==> config.mk <==
export PLATFORM = sky130hd
export DESIGN_NAME = alu_wb_sequencer
export DESIGN_NICKNAME = d
export VERILOG_FILES = /design/src/rtl/alu_wb_sequencer.sv
export SDC_FILE = /design/constraint.sdc
export NUM_CORES = 1
export LEC_CHECK = 0
export BUFFER_PORTS_ARGS = -buffer_cell sky130_fd_sc_hd__buf_2
export CORE_MARGIN = 5
export CORE_UTILIZATION = 35
export CTS_CLUSTER_DIAMETER = 80
export DETAILED_ROUTE_END_ITERATION = 12
export SLEW_MARGIN = 20
export SYNTH_ARGS = -nofsm -noshare
export SYNTH_HDL_FRONTEND = slang
export SYNTH_SLANG_ARGS = --single-unit
==> constraint.sdc <==
create_clock -name clk -period 11.1 [get_ports clk]
set_clock_uncertainty 0.2 [all_clocks]
set_input_delay 0.555 -clock clk [delete_from_list [all_inputs] [get_ports clk]]
set_output_delay 0.555 -clock clk [all_outputs]
set_load 0.02 [all_outputs]
==> src/rtl/alu_wb_sequencer.sv <==
// ALU result write-back sequencer: buffers ALU result sets in a small FIFO
// and drains them to the register file one write per cycle, issuing a
// second write of result2 to rd+1 for paired (complex) operations.
//
// state | meaning
// IDLE  | nothing being written; leaves as soon as the buffer holds or receives an entry
// WR_LO | writing head.result to head.rd
// WR_HI | writing head.result2 to (head.rd + 1) mod 32, then popping the head
module alu_wb_sequencer #(
  parameter int DEPTH = 2
) (
  input  logic        clk,
  input  logic        reset,
  input  logic        in_valid,
  output logic        in_ready,
  input  logic [31:0] result,
  input  logic [31:0] result2,
  input  logic [4:0]  dest_reg,
  input  logic        pair_op,
  output logic        rf_we,
  output logic [4:0]  rf_addr,
  output logic [31:0] rf_wdata,
  output logic        busy
);

  localparam int AW = (DEPTH > 1) ? $clog2(DEPTH) : 1;
  localparam int CW = $clog2(DEPTH) + 1;

  typedef enum logic [1:0] {
    IDLE  = 2'd0,
    WR_LO = 2'd1,
    WR_HI = 2'd2
  } state_t;

  typedef struct packed {
    logic [31:0] result;
    logic [31:0] result2;
    logic [4:0]  rd;
    logic        pair;
  } entry_t;

  entry_t         mem [DEPTH];
  entry_t         head;
  state_t         state, state_next;
  logic [AW-1:0]  wr_ptr, rd_ptr;
  logic [CW-1:0]  count, count_next;
  logic           push, pop;
  logic           more_after_pop;

  // Ready comes only from the registered count, so a same-cycle pop never opens a full buffer.
  assign in_ready       = (count < CW'(DEPTH));
  assign push           = in_valid && in_ready && !reset;
  assign head           = mem[rd_ptr];
  assign more_after_pop = (count > CW'(1)) || push;
  assign busy           = (count != '0) || (state != IDLE);

  // Next state, pop decision and register-file outputs from state and buffer head.
  always_comb begin
    state_next = state;
    pop        = 1'b0;
    rf_we      = 1'b0;
    rf_addr    = 5'd0;
    rf_wdata   = 32'd0;
    case (state)
      IDLE: begin
        if ((count != '0) || push) state_next = WR_LO;
      end
      WR_LO: begin
        rf_addr  = head.rd;
        rf_wdata = head.result;
        rf_we    = (head.rd != 5'd0);
        if (head.pair) begin
          state_next = WR_HI;
        end else begin
          pop        = 1'b1;
          state_next = more_after_pop ? WR_LO : IDLE;
        end
      end
      WR_HI: begin
        rf_addr    = head.rd + 5'd1;
        rf_wdata   = head.result2;
        rf_we      = ((head.rd + 5'd1) != 5'd0);
        pop        = 1'b1;
        state_next = more_after_pop ? WR_LO : IDLE;
      end
      default: state_next = IDLE;
    endcase
  end

  // Occupancy update; push and pop together leave the count unchanged.
  always_comb begin
    count_next = count;
    case ({push, pop})
      2'b10:   count_next = count + CW'(1);
      2'b01:   count_next = count - CW'(1);
      default: count_next = count;
    endcase
  end

  // State, pointers and count; reset drops every buffered entry.
  always_ff @(posedge clk) begin
    if (reset) begin
      state  <= IDLE;
      count  <= '0;
      wr_ptr <= '0;
      rd_ptr <= '0;
    end else begin
      state <= state_next;
      count <= count_next;
      if (push) wr_ptr <= wr_ptr + AW'(1);
      if (pop)  rd_ptr <= rd_ptr + AW'(1);
    end
  end

  // Entry storage; contents need no reset because count gates every read.
  always_ff @(posedge clk) begin
    if (push) begin
      mem[wr_ptr] <= '{result: result, result2: result2, rd: dest_reg, pair: pair_op};
    end
  end

endmodule
* After elaboration in Yosys (flattened, before gate mapping)
Memory sizes are Yosys's and may differ from the RTL's. A register that Yosys moved wholly into a read port is not among the register bits.
Cells that the tools add are included.
** Storage, ports and cells
- Register bits after elaboration :: 6
- Bits in latches :: 0
- Bits in writable memories :: 140
- Memory bits (read-only) :: 0
- Output and inout port bits :: 40
- Logic and storage cells :: 43
- Memories kept :: 1
** Memory list
- mem :: words 2, bits a word 70, read ports 1, clocked after memory_dff 1, wr ports 1, RTL line 42 : entry_t mem [DEPTH];
** Operators by class
- Add/sub/neg operators :: 5
- $mul :: 0
- Divide/modulo/power cells :: 0
- Magnitude comparators :: 2
- Equal/unequal tests :: 5
- Shifts and indexed selects :: 0
- Muxes and demuxes :: 14
- Bitwise gates (word level) :: 0
- Reduce and logical (&&, ||, !) cells :: 12
** Operator list (number)
- $pmux W32 S2 :: 1
- $pmux W5 S2 :: 1
- $reduce_bool A5 Y1 :: 2
- $mux W1 :: 6
- $pmux W2 S3 :: 1
- $reduce_bool A2 Y1 :: 3
- $add A5 B1 Y5 const B :: 1
- $eq A2 B1 Y1 const B :: 2
- $eq A2 B2 Y1 const B :: 2
- $mux W2 :: 2
- $pmux W1 S2 :: 2
- $pmux W2 S2 :: 1
- $logic_or A1 B1 Y1 :: 3
- $add A1 B1 Y1 const B :: 2
- $add A2 B1 Y2 const B :: 1
- $gt A2 B1 Y1 const B :: 1
- $logic_and A1 B1 Y1 :: 2
- $logic_not A2 Y1 :: 1
- $lt A2 B2 Y1 const B :: 1
- $ne A2 B2 Y1 const B :: 1
- $sub A2 B1 Y2 const B :: 1
- $logic_not A1 Y1 :: 1

* Logic depth before layout (Yosys ltp)
Gate-level depths: netlist (run 1).
- Depth in word-level cells :: 7
- Depth in mapped cells :: 9

* Worst setup path before layout (run 1)
OpenSTA, ideal clock, no wires.
- Path type :: input to register
- Start point :: input port reset
- End point :: memory mem[0][0] (netlist name) (enable)
- Arrival time :: 4.117 ns
- Required time :: 10.400 ns
- Path slack :: 6.284 ns
- Cell stages on the path :: 4
- Cells stage by stage :: buf_6 -> or3b_1 -> buf_6 -> nor2_1
** Between the ends
- Longest elaborated chain between the ends :: 4
** Ends and longest elaborated chain
- from (decl) :: RTL line 13 : input logic reset,
- $logic_not A1 Y1 :: RTL line 52 : assign push = in_valid && in_ready && !reset;
- $logic_and A1 B1 Y1 :: RTL line 52
- $mux W1 :: RTL line 117 : if (push) begin
- $mux W1 (implied by the code) :: RTL line 118 : mem[wr_ptr] <= '{result: result, result2: result2, rd: dest_reg, pair: pair_op};
- to (decl) :: RTL line 42
No other way between the ends.

==> impl_metrics.csv, run 1 <==
group,metric,value,unit
sta,final-setup-viol-count,0,
cts,cts_root_buf,"clkbuf_16",
synth,fraction_of_the_mapped_netlist_area_in_compound_gates,0.04990,
synth,synthesis.yosys.warnings,0,
setup_path,path_class,"flip-flop to output port",
setup_path,crit_path_end_kind,"output port",
synth,postSynthCellCount,406,
cts,clkLatencyLatePin,0.40,ns
global_route,via_count_of_the_first_global_routing_pass,3824,
drt,drtIter0Drc,289,
drt,drt_drc_violations_left,0,
cts,clock_tree.buffer_depth,2,
synth,post_synth_xor_area_fraction,0.004312,
placed_design,port-buffer-count,112,
sta,hold_violations,0,
sta,max_slew_margin,0.3367,
finish,num-nets-final,601,
cts,cts-buffers-inserted,17,
sta,timing.final.max_slew_violations,0,
cts,ctsHoldBuffers,0,
global_route,antenna_violations_before_repair,1,
placed_design,placement.cell_area,6862,µm²
setup_path,slowest_delay,0.69,ns
sta,rsz0062_at_grt,"false",
setup_path,timing.critical_path.slowest_stage_cell,"dfxtp_4",
setup_path,timing.critical_path.cells,"mux2i_1 > inv_1 > ha_1 > nand4_1 > a211o_1 > nand2_1 > o31a_1 > buf_2",
floorplan,top_level_ports,113,
cts,cts.sink_count,147,
placed_design,dp_hpwl,7.660,mm
synth,synth_top_family_by_area,"multiplexers",
power_and_ir_drop,power,1.555,mW
sta,postLayoutSetupSlackWorst,7.559,ns
placed_design,post-place-cells,725,
synth,syn_nets,488,
finish,synthToLayoutAreaGrowth,21.44,%
power_and_ir_drop,peakVddDrop,0.1250,mV
cts,clk_pin_slew,0.06,ns
drt,drtPass1Iterations,4,
synth,synth-seq-area-share,0.7129,
floorplan,die-area,20150,µm²
worst_hold_path,hp-class,"input pin to flip-flop",
cts,tritoncts,"yes",
placed_design,dp_worst_setup_slack,7.535,ns
sta,fin_crit_sh,0.3190,
placed_design,routability_driven_placement_congestion_ratio,0.7555,
cts,cts-htree-levels,4,
drt,via_per_inst,4.730,
synth,synth_cell_type_count,40,
setup_path,critPathBufInv,2,
power_and_ir_drop,cellPowerDensity,210.1,nW/µm²
cts,postCtsSetupRepairBufs,0,
floorplan,placeableCoreArea,17180,µm²
drt,routed_wl,12.32,mm
synth,simple_gate_portion_of_the_synthesized_area,0.06489,
sta,timing.final.crit_period,3.541,ns
floorplan,floorplan.initialDensity,0.3547,
synth,synth_area_leaders,"edfxtp_1, mux2_2, mux2i_1",
setup_path,endpoint_required_time_on_the_critical_path,10.35,ns
sta,finalSetupTns,0,ns
setup_path,setup.worst_path.start_class,"flip-flop",
synth,yosys.area.top_type,"edfxtp_1",
setup_path,crit_arrival,2.79,ns
power_and_ir_drop,total_leakage_power,2.638,nW
run_status,status,"completed",
drt,ant_nets,0,
sta,worst_pin_slew,0.9950,ns
synth,synthesis.area,6093,µm²
floorplan,floorplan.die.height,141.9,µm
setup_path,critPathTopFamily,"flip-flops",
finish,finish.instance_area,7400,µm²
drt,routed-via-count,3576,
global_route,grt_start_max_net_pins,71,
synth,yosysTopAreaCellShare,0.6899,
setup_path,critical_path.max_fanout,35,
global_route,grt_overflow,0,
sta,max_freq,282.4,MHz
synth,ys_seq_elements,147,
finish,insertedDiodeCount,0,
job,maxCapViolCount,0,
synth,muxShareOfSynthArea,0.1240,
floorplan,die_w,141.9,µm
floorplan,floorplan.rows,48,
global_route,grt_first_pass_wirelength,19.70,mm
worst_hold_path,source_of_the_worst_hold_timing_path,"result2[10]",
finish,layoutNonFillerInstCount,756,
cts,cts_resized,0,
drt,wl_per_cell,16.29,µm
sta,whs,0.1341,ns
synth,syn-mean-instance-area,15.01,µm²
finish,layout-drive-gt1-share,0.3465,
synth,yosys.area_share.adder,0.01848,
finish,layout.core_utilization,0.4308,
global_route,track_usage,0.1254,
[final timing paths]
| kind | endpoint | slack (ns) | cells after the start |
|---|---|---|---|
| min reg2reg | flip-flop | 0.30 | 2 |
| max | rf_we | 7.56 | 8 |
| min | mem[0][16] | 0.13 | 1 |
| max reg2reg | count[1] | 8.19 | 8 |
[state kept, by name, summed over array words and instances, names as in the netlist, named ones only]
| name | cells |
|---|---|
| mem | 140 |
| count | 2 |
| state | 2 |
| rd_ptr | 1 |
| wr_ptr | 1 |
[final cells by class]
type	instances	area [µm²]
inverter	10	37.54
timing repair buffer	115	583.1
clock inverter	14	112.6
multi-input combinational	228	1612
tap	225	281.5
clock buffer	17	425.4
sequential	147	4348
fill	1626	9777
[cell usage after synthesis, drive strengths merged]
cell type	count
a2111oi	1
a211o	1
a211oi	1
a21o	1
a21oi	38
a22oi	1
a31oi	1
and2	1
buf	11
clkbuf	10
clkinv	1
dfxtp	7
edfxtp	140
ha	9
inv	9
mux2	33
mux2i	38
nand2	4
nand3	3
nand4	2
nand4b	1
nor2	74
nor2b	1
nor3	2
nor3b	1
nor4	1
o21a	2
o21ai	4
o22a	1
o31a	2
or3	1
or3b	1
xnor2	1
xor2	2
[report_power, final]
group	switching, mW	internal, mW
Combinational	0.233	0.128
Sequential	0.0225	0.653
Clock	0.213	0.305
Total	0.468	1.09
[worst register-to-register path, cell delays in order, from the launching register on]
cell,delay [ns]
dfxtp_4,0.69
buf_4,0.64
mux2i_1,0.43
a21oi_1,0.15
nor2_1,0.17
ha_1,0.18
xor2_1,0.15
nor2_1,0.05
a211oi_1,0.15
[cells by family (layout without fill, tap and decap cells)]
group | count (synthesis) | in the layout
XOR/XNOR | 3 | 3
multiplexers | 71 | 71
buffers and inverters | 31 | 156
AO/OA/AOI/OAI | 53 | 53
AND/OR/NAND/NOR | 92 | 92
adder cells (fa/ha/maj) | 9 | 9
flip-flops | 147 | 147
[per-layer routing]
metal / track usage / up-vias / share of wire
met5: 0 / - / 0.0011
met1: 0.1486 / 1738 / 0.42
met4: 0.04495 / 2 / 0.011
li1: - / 1732 / -
met3: 0.03495 / 11 / 0.049
met2: 0.2189 / 93 / 0.52
[layout by cell type (no fill, tap or decap), types with 2 or more instances in the layout]
cell        instances
mux2i_1            37
nor2_1             71
nand4_1             2
clkbuf_16          17
nor3_1              2
clkinv_1            5
xor2_1              2
inv_2               2
clkinv_4            2
clkinvlp_4          2
a21oi_1            38
dfxtp_1             6
nand3_1             2
mux2_2             33
ha_1                8
o21ai_0             4
edfxtp_1          140
nor2_4              2
inv_6               3
buf_2             112
inv_1               8
buf_4               3
o31a_1              2
nand2_1             4
o21a_1              2
(Power assumes the default switching activity.)
==> run 2: changes to the inputs <==
clock period = 3 ns   (was 11.1 ns; I/O delays follow)
==> run 2 against run 1 <==
Net effect: design area up 10%; global-route usage up 1.0 points; sequential cell count unchanged; combinational power rose to 4.2 times the previous value; total power rose to 3.8 times the previous value; sequential share of layout area down 5.5 points; non-clock buffer count up 76; highest routed layer is now met4.
==> impl_metrics.csv, run 2 (same netlist as run 1, synthesis figures left out) <==
group,metric,value,unit
finish,num-nets-final,677,
drt,via_per_inst,4.641,
drt,wl_per_cell,16.00,µm
cts,cts_root_buf,"clkbuf_16",
global_route,grt_overflow,0,
cts,cts.sink_count,147,
setup_path,critPathBufInv,2,
setup_path,setup.worst_path.start_class,"flip-flop",
sta,max_slew_margin,0.5730,
finish,fillCellCount,1569,
sta,final-setup-viol-count,0,
power_and_ir_drop,power.share.combinational,0.257,
floorplan,placeableCoreArea,17180,µm²
finish,insertedDiodeCount,0,
finish,finish.instance_area,8157,µm²
job,maxCapViolCount,0,
cts,tritoncts,"yes",
finish,synthToLayoutAreaGrowth,33.86,%
placed_design,routability_driven_placement_congestion_ratio,0.7462,
placed_design,dp_hpwl,8.122,mm
setup_path,r2r_setup_slack,0.72,ns
floorplan,floorplan.initialDensity,0.3547,
cts,clkLatencyLatePin,0.41,ns
finish,layoutNonFillerInstCount,831,
finish,largest_reg_flops,140,
setup_path,endpoint,"rf_we",
floorplan,die-area,20150,µm²
setup_path,crit_path_end_kind,"output port",
finish,top_register,"mem",
placed_design,port-buffer-count,112,
power_and_ir_drop,seq_power_share,0.421,
setup_path,timing.critical_path.cells,"mux2i_1 > inv_1 > ha_1 > nand4_1 > a211o_1 > nand2_1 > o31a_1 > buf_2",
run_status,status,"completed",
placed_design,placement.cell_area,6924,µm²
cts,clock_tree.buffer_depth,2,
power_and_ir_drop,peakVddDrop,0.3899,mV
finish,leading_cell_type_in_the_layout_fill_and_taps_excluded,"edfxtp_1",
cts,postCtsSetupRepairBufs,0,
drt,routed-via-count,3857,
finish,biggest_regs,"mem (140), count (2), state (2)",
cts,clk_pin_slew,0.06,ns
global_route,via_count_of_the_first_global_routing_pass,4159,
floorplan,floorplan.die.height,141.9,µm
power_and_ir_drop,internal_power,4.096,mW
sta,timing.final.crit_period,2.750,ns
cts,cts-htree-levels,4,
finish,mostFrequentLayoutCells,"edfxtp_1, buf_2, nor2_1, dlygate4sd3_1, a21oi_1",
finish,layout-drive-gt1-share,0.3086,
drt,drt_drc_violations_left,0,
setup_path,critical_path.max_fanout,11,
sta,worst_pin_slew,0.6406,ns
power_and_ir_drop,p_switching,1.767,mW
power_and_ir_drop,cellPowerDensity,718.8,nW/µm²
global_route,antenna_violations_before_repair,0,
power_and_ir_drop,power.switching_fraction,0.3014,
setup_path,worstRegToRegCells,8,
sta,whs,0.2500,ns
setup_path,slowest_delay,0.42,ns
drt,drtPass1Iterations,5,
worst_hold_path,hp-class,"input pin to flip-flop",
global_route,track_usage,0.1355,
placed_design,post-place-cells,730,
setup_path,critPathTopFamily,"compound AO/OA/AOI/OAI gates",
setup_path,timing.critical_path.slowest_stage_cell,"dfxtp_4",
setup_path,crit_path_depth,8,
setup_path,regToRegEndpoint,"count[1]",
global_route,grt_first_pass_wirelength,20.95,mm
cts,cts-buffers-inserted,17,
setup_path,crit_arrival,2.40,ns
power_and_ir_drop,total_leakage_power,2.958,nW
sta,finalSetupTns,0,ns
sta,fin_crit_sh,0.9168,
floorplan,floorplan.rows,48,
floorplan,top_level_ports,113,
power_and_ir_drop,pwr-share-clk,0.322,
sta,rsz0062_at_grt,"false",
power_and_ir_drop,power,5.863,mW
sta,timing.final.max_slew_violations,0,
drt,routed_wl,13.30,mm
sta,max_freq,363.6,MHz
global_route,grt_start_max_net_pins,71,
sta,hold_violations,0,
drt,ant_nets,0,
setup_path,path_class,"flip-flop to output port",
floorplan,die_w,141.9,µm
setup_path,endpoint_required_time_on_the_critical_path,2.65,ns
drt,drtIter0Drc,189,
-- run 2: worst reg2reg max path: stages (launching register included) --
cell and delay [ns]:
dfxtp_4 0.42, buf_4 0.41, mux2i_1 0.35, a21oi_1 0.14, nor2_1 0.13, ha_1 0.16
xor2_1 0.15, nor2_1 0.05, a211oi_1 0.17
-- run 2: final cells by class --
cell class / instances / area (µm²) / area share
Sequential cell: 147 / 4348 / 0.5331
Multi-Input combinational cell: 228 / 1612 / 0.1976
Timing Repair Buffer: 191 / 1356 / 0.1663
Clock buffer: 18 / 429.2 / 0.05262
Tap cell: 225 / 281.5 / 0.03451
Clock inverter: 12 / 92.59 / 0.01135
Inverter: 10 / 37.54 / 0.004602
-- run 2: stage by stage --
step	utilization	worst slack (ns)
CTS	0.4749	0.2159
global route	0.4749	0.08983
detailed placement	0.4031	0.6678
floorplan	-	-0.2471
finish	0.4749	0.2497
global placement	0.4031	0.7716
-- run 2: per-layer routing --
metal  global-route usage  vias up  wire, µm
met3              0.03965       11       525
met2               0.2389       72      7070
met4              0.04798        0       129
met5                    0        -         0
li1                     -     1882         -
met1               0.1576     1892      5575
-- run 2: repair_timing --
item	CTS	global route
resized for setup	0	0
hold endpoints to repair	147	0
hold buffers	71	0
-- run 2: how the worst min path moves through the flow --
stage               slack [ns]  cells past startpoint    endpoint        start
finish                    0.25                      2  mem[1][10]   result2[4]
global route              0.24                      2  mem[0][36]  result2[30]
CTS                       0.23                      2  mem[1][27]  result2[21]
detailed placement        0.14                      1  mem[1][20]  result2[14]
global placement          0.14                      1  mem[1][62]   result[24]
floorplan                 0.05                      0   mem[0][0]      pair_op
-- run 2: power groups by stage --
stage	sequential (mW)	clock, mW	combinational [mW]
floorplan	2.50	0	1.00
detailed placement	2.51	0	1.46
global placement	2.51	0	1.44
CTS	2.47	1.94	1.54
finish	2.47	1.89	1.50
global route	2.48	2.04	1.65
==> run 3: changes to the inputs <==
CTS_BUF_LIST = sky130_fd_sc_hd__clkbuf_16   (was not set)
==> run 3 against run 2 <==
Net effect: worst setup slack hardly changed; sequential power is essentially flat; die area unchanged; sequential cell count unchanged; combinational power about the same; global-route usage unchanged; maximum frequency about the same; largest cell class unchanged.
==> impl_metrics.csv, run 3 (same netlist as run 1, synthesis figures left out) <==
group,metric,value,unit
power_and_ir_drop,cellPowerDensity,718.4,nW/µm²
worst_hold_path,hp-class,"input pin to flip-flop",
sta,timing.final.crit_period,2.750,ns
drt,routed-via-count,3857,
setup_path,regToRegEndpoint,"count[1]",
power_and_ir_drop,p_switching,1.768,mW
floorplan,floorplan.initialDensity,0.3547,
sta,fin_crit_sh,0.9168,
drt,drtIter0Drc,189,
floorplan,floorplan.die.height,141.9,µm
setup_path,endpoint_required_time_on_the_critical_path,2.65,ns
cts,cts-htree-levels,4,
setup_path,timing.critical_path.slowest_stage_cell,"dfxtp_4",
setup_path,timing.critical_path.cells,"mux2i_1 > inv_1 > ha_1 > nand4_1 > a211o_1 > nand2_1 > o31a_1 > buf_2",
setup_path,critical_path.max_fanout,11,
drt,routed_wl,13.30,mm
power_and_ir_drop,pwr-share-clk,0.322,
finish,num-nets-final,677,
finish,insertedDiodeCount,0,
cts,clkLatencyLatePin,0.41,ns
sta,whs,0.2501,ns
floorplan,die-area,20150,µm²
global_route,antenna_violations_before_repair,0,
finish,mostFrequentLayoutCells,"edfxtp_1, buf_2, nor2_1, dlygate4sd3_1, a21oi_1",
sta,hold_violations,0,
setup_path,path_class,"flip-flop to output port",
global_route,grt_overflow,0,
finish,top_register,"mem",
finish,layoutNonFillerInstCount,831,
global_route,grt_start_max_net_pins,71,
worst_hold_path,worstHoldPathCells,2,
power_and_ir_drop,power.share.combinational,0.257,
floorplan,top_level_ports,113,
drt,drtPass1Iterations,5,
power_and_ir_drop,internal_power,4.092,mW
power_and_ir_drop,seq_power_share,0.422,
finish,synthToLayoutAreaGrowth,33.86,%
sta,max_freq,363.6,MHz
setup_path,setup.worst_path.start_class,"flip-flop",
cts,cts_resized,0,
drt,drt_drc_violations_left,0,
floorplan,placeableCoreArea,17180,µm²
global_route,grt_first_pass_wirelength,20.95,mm
finish,largest_reg_flops,140,
power_and_ir_drop,power.switching_fraction,0.3016,
setup_path,crit_path_end_kind,"output port",
finish,fillCellCount,1569,
setup_path,r2r_setup_slack,0.72,ns
cts,postCtsSetupRepairBufs,0,
global_route,track_usage,0.1355,
placed_design,port-buffer-count,112,
placed_design,dp_hpwl,8.122,mm
power_and_ir_drop,total_leakage_power,2.962,nW
cts,cts_root_buf,"clkbuf_16",
cts,clock_tree.buffer_depth,2,
sta,max_slew_margin,0.5729,
setup_path,crit_arrival,2.40,ns
sta,final-setup-viol-count,0,
sta,rsz0062_at_grt,"false",
floorplan,floorplan.rows,48,
placed_design,routability_driven_placement_congestion_ratio,0.7462,
sta,timing.final.max_slew_violations,0,
job,maxCapViolCount,0,
cts,cts-buffers-inserted,17,
power_and_ir_drop,peakVddDrop,0.3898,mV
run_status,status,"completed",
cts,tritoncts,"yes",
sta,worst_pin_slew,0.6406,ns
global_route,via_count_of_the_first_global_routing_pass,4159,
floorplan,die_w,141.9,µm
setup_path,endpoint,"rf_we",
finish,layout-drive-gt1-share,0.3086,
placed_design,post-place-cells,730,
setup_path,worstRegToRegCells,8,
cts,clk_pin_slew,0.06,ns
drt,wl_per_cell,16.00,µm
finish,leading_cell_type_in_the_layout_fill_and_taps_excluded,"edfxtp_1",
sta,finalSetupTns,0,ns
finish,biggest_regs,"mem (140), count (2), state (2)",
cts,cts.sink_count,147,
setup_path,slowest_delay,0.42,ns
drt,ant_nets,0,
drt,via_per_inst,4.641,
==> run 3: cell types whose count changed in the layout (fill, tap and decap cells not counted), sizes merged <==
cell,change
clkbuf,-1
inv,+1
==> run 3: power by group through the flow <==
stage / logic (mW) / clock network [mW] / registers (mW)
2_1_floorplan: 1.00 / 0 / 2.50
3_3_place_gp: 1.44 / 0 / 2.51
3_5_place_dp: 1.46 / 0 / 2.51
4_1_cts: 1.54 / 1.93 / 2.47
5_1_grt: 1.65 / 2.04 / 2.48
6_report: 1.50 / 1.88 / 2.47
==> run 3: area by class of cell <==
type                       count  area, µm²  share of cell area
inverter                      10      37.54            0.004602
clock inverter                13      96.34             0.01181
multi-input combinational    228       1612              0.1976
clock buffer                  17      425.4             0.05216
tap                          225      281.5             0.03451
timing repair buffer         191       1356              0.1663
sequential                   147       4348              0.5331
==> run 3: repair_timing <==
item,CTS,global route
endpoints found under the setup margin,0,0
hold endpoints to repair,147,0
hold buffers,71,0
==> run 3: how the worst min path moves through the flow <==
stage	slack, ns	startpoint	endpoint
after floorplan	0.05	pair_op	mem[0][0]
after global placement	0.14	result[24]	mem[1][62]
after detailed placement	0.14	result2[14]	mem[1][20]
after CTS	0.23	result2[21]	mem[1][27]
after global routing	0.24	result2[30]	mem[0][36]
final	0.25	result2[4]	mem[1][10]
==> run 3: metrics by stage <==
step | util | worst slack [ns] | total power, mW | area (µm²)
after floorplan | - | -0.2471 | 3.502 | 6098
after global placement | 0.4031 | 0.7716 | 3.942 | 6924
after detailed placement | 0.4031 | 0.6678 | 3.974 | 6924
after CTS | 0.4749 | 0.2159 | 5.943 | 8157
after global routing | 0.4749 | 0.08983 | 6.173 | 8157
final | 0.4749 | 0.2497 | 5.860 | 8157
==> run 3: routing by layer <==
| metal | global-route usage | share of wire |
|---|---|---|
| met1 | 0.1576 | 0.42 |
| met2 | 0.2389 | 0.53 |
| met3 | 0.03965 | 0.039 |
| met4 | 0.04798 | 0.0097 |
| met5 | 0 | 0 |
==> run 3: worst max-delay path: cells and delay by family (launching register included) <==
| family | cells | cell delay, ns |
|---|---|---|
| adder cells (fa/ha/maj) | 1 | 0.26 |
| AND/OR/NAND/NOR | 2 | 0.19 |
| multiplexers | 1 | 0.35 |
| buffers and inverters | 2 | 0.30 |
| flip-flops | 1 | 0.42 |
| AO/OA/AOI/OAI | 2 | 0.46 |
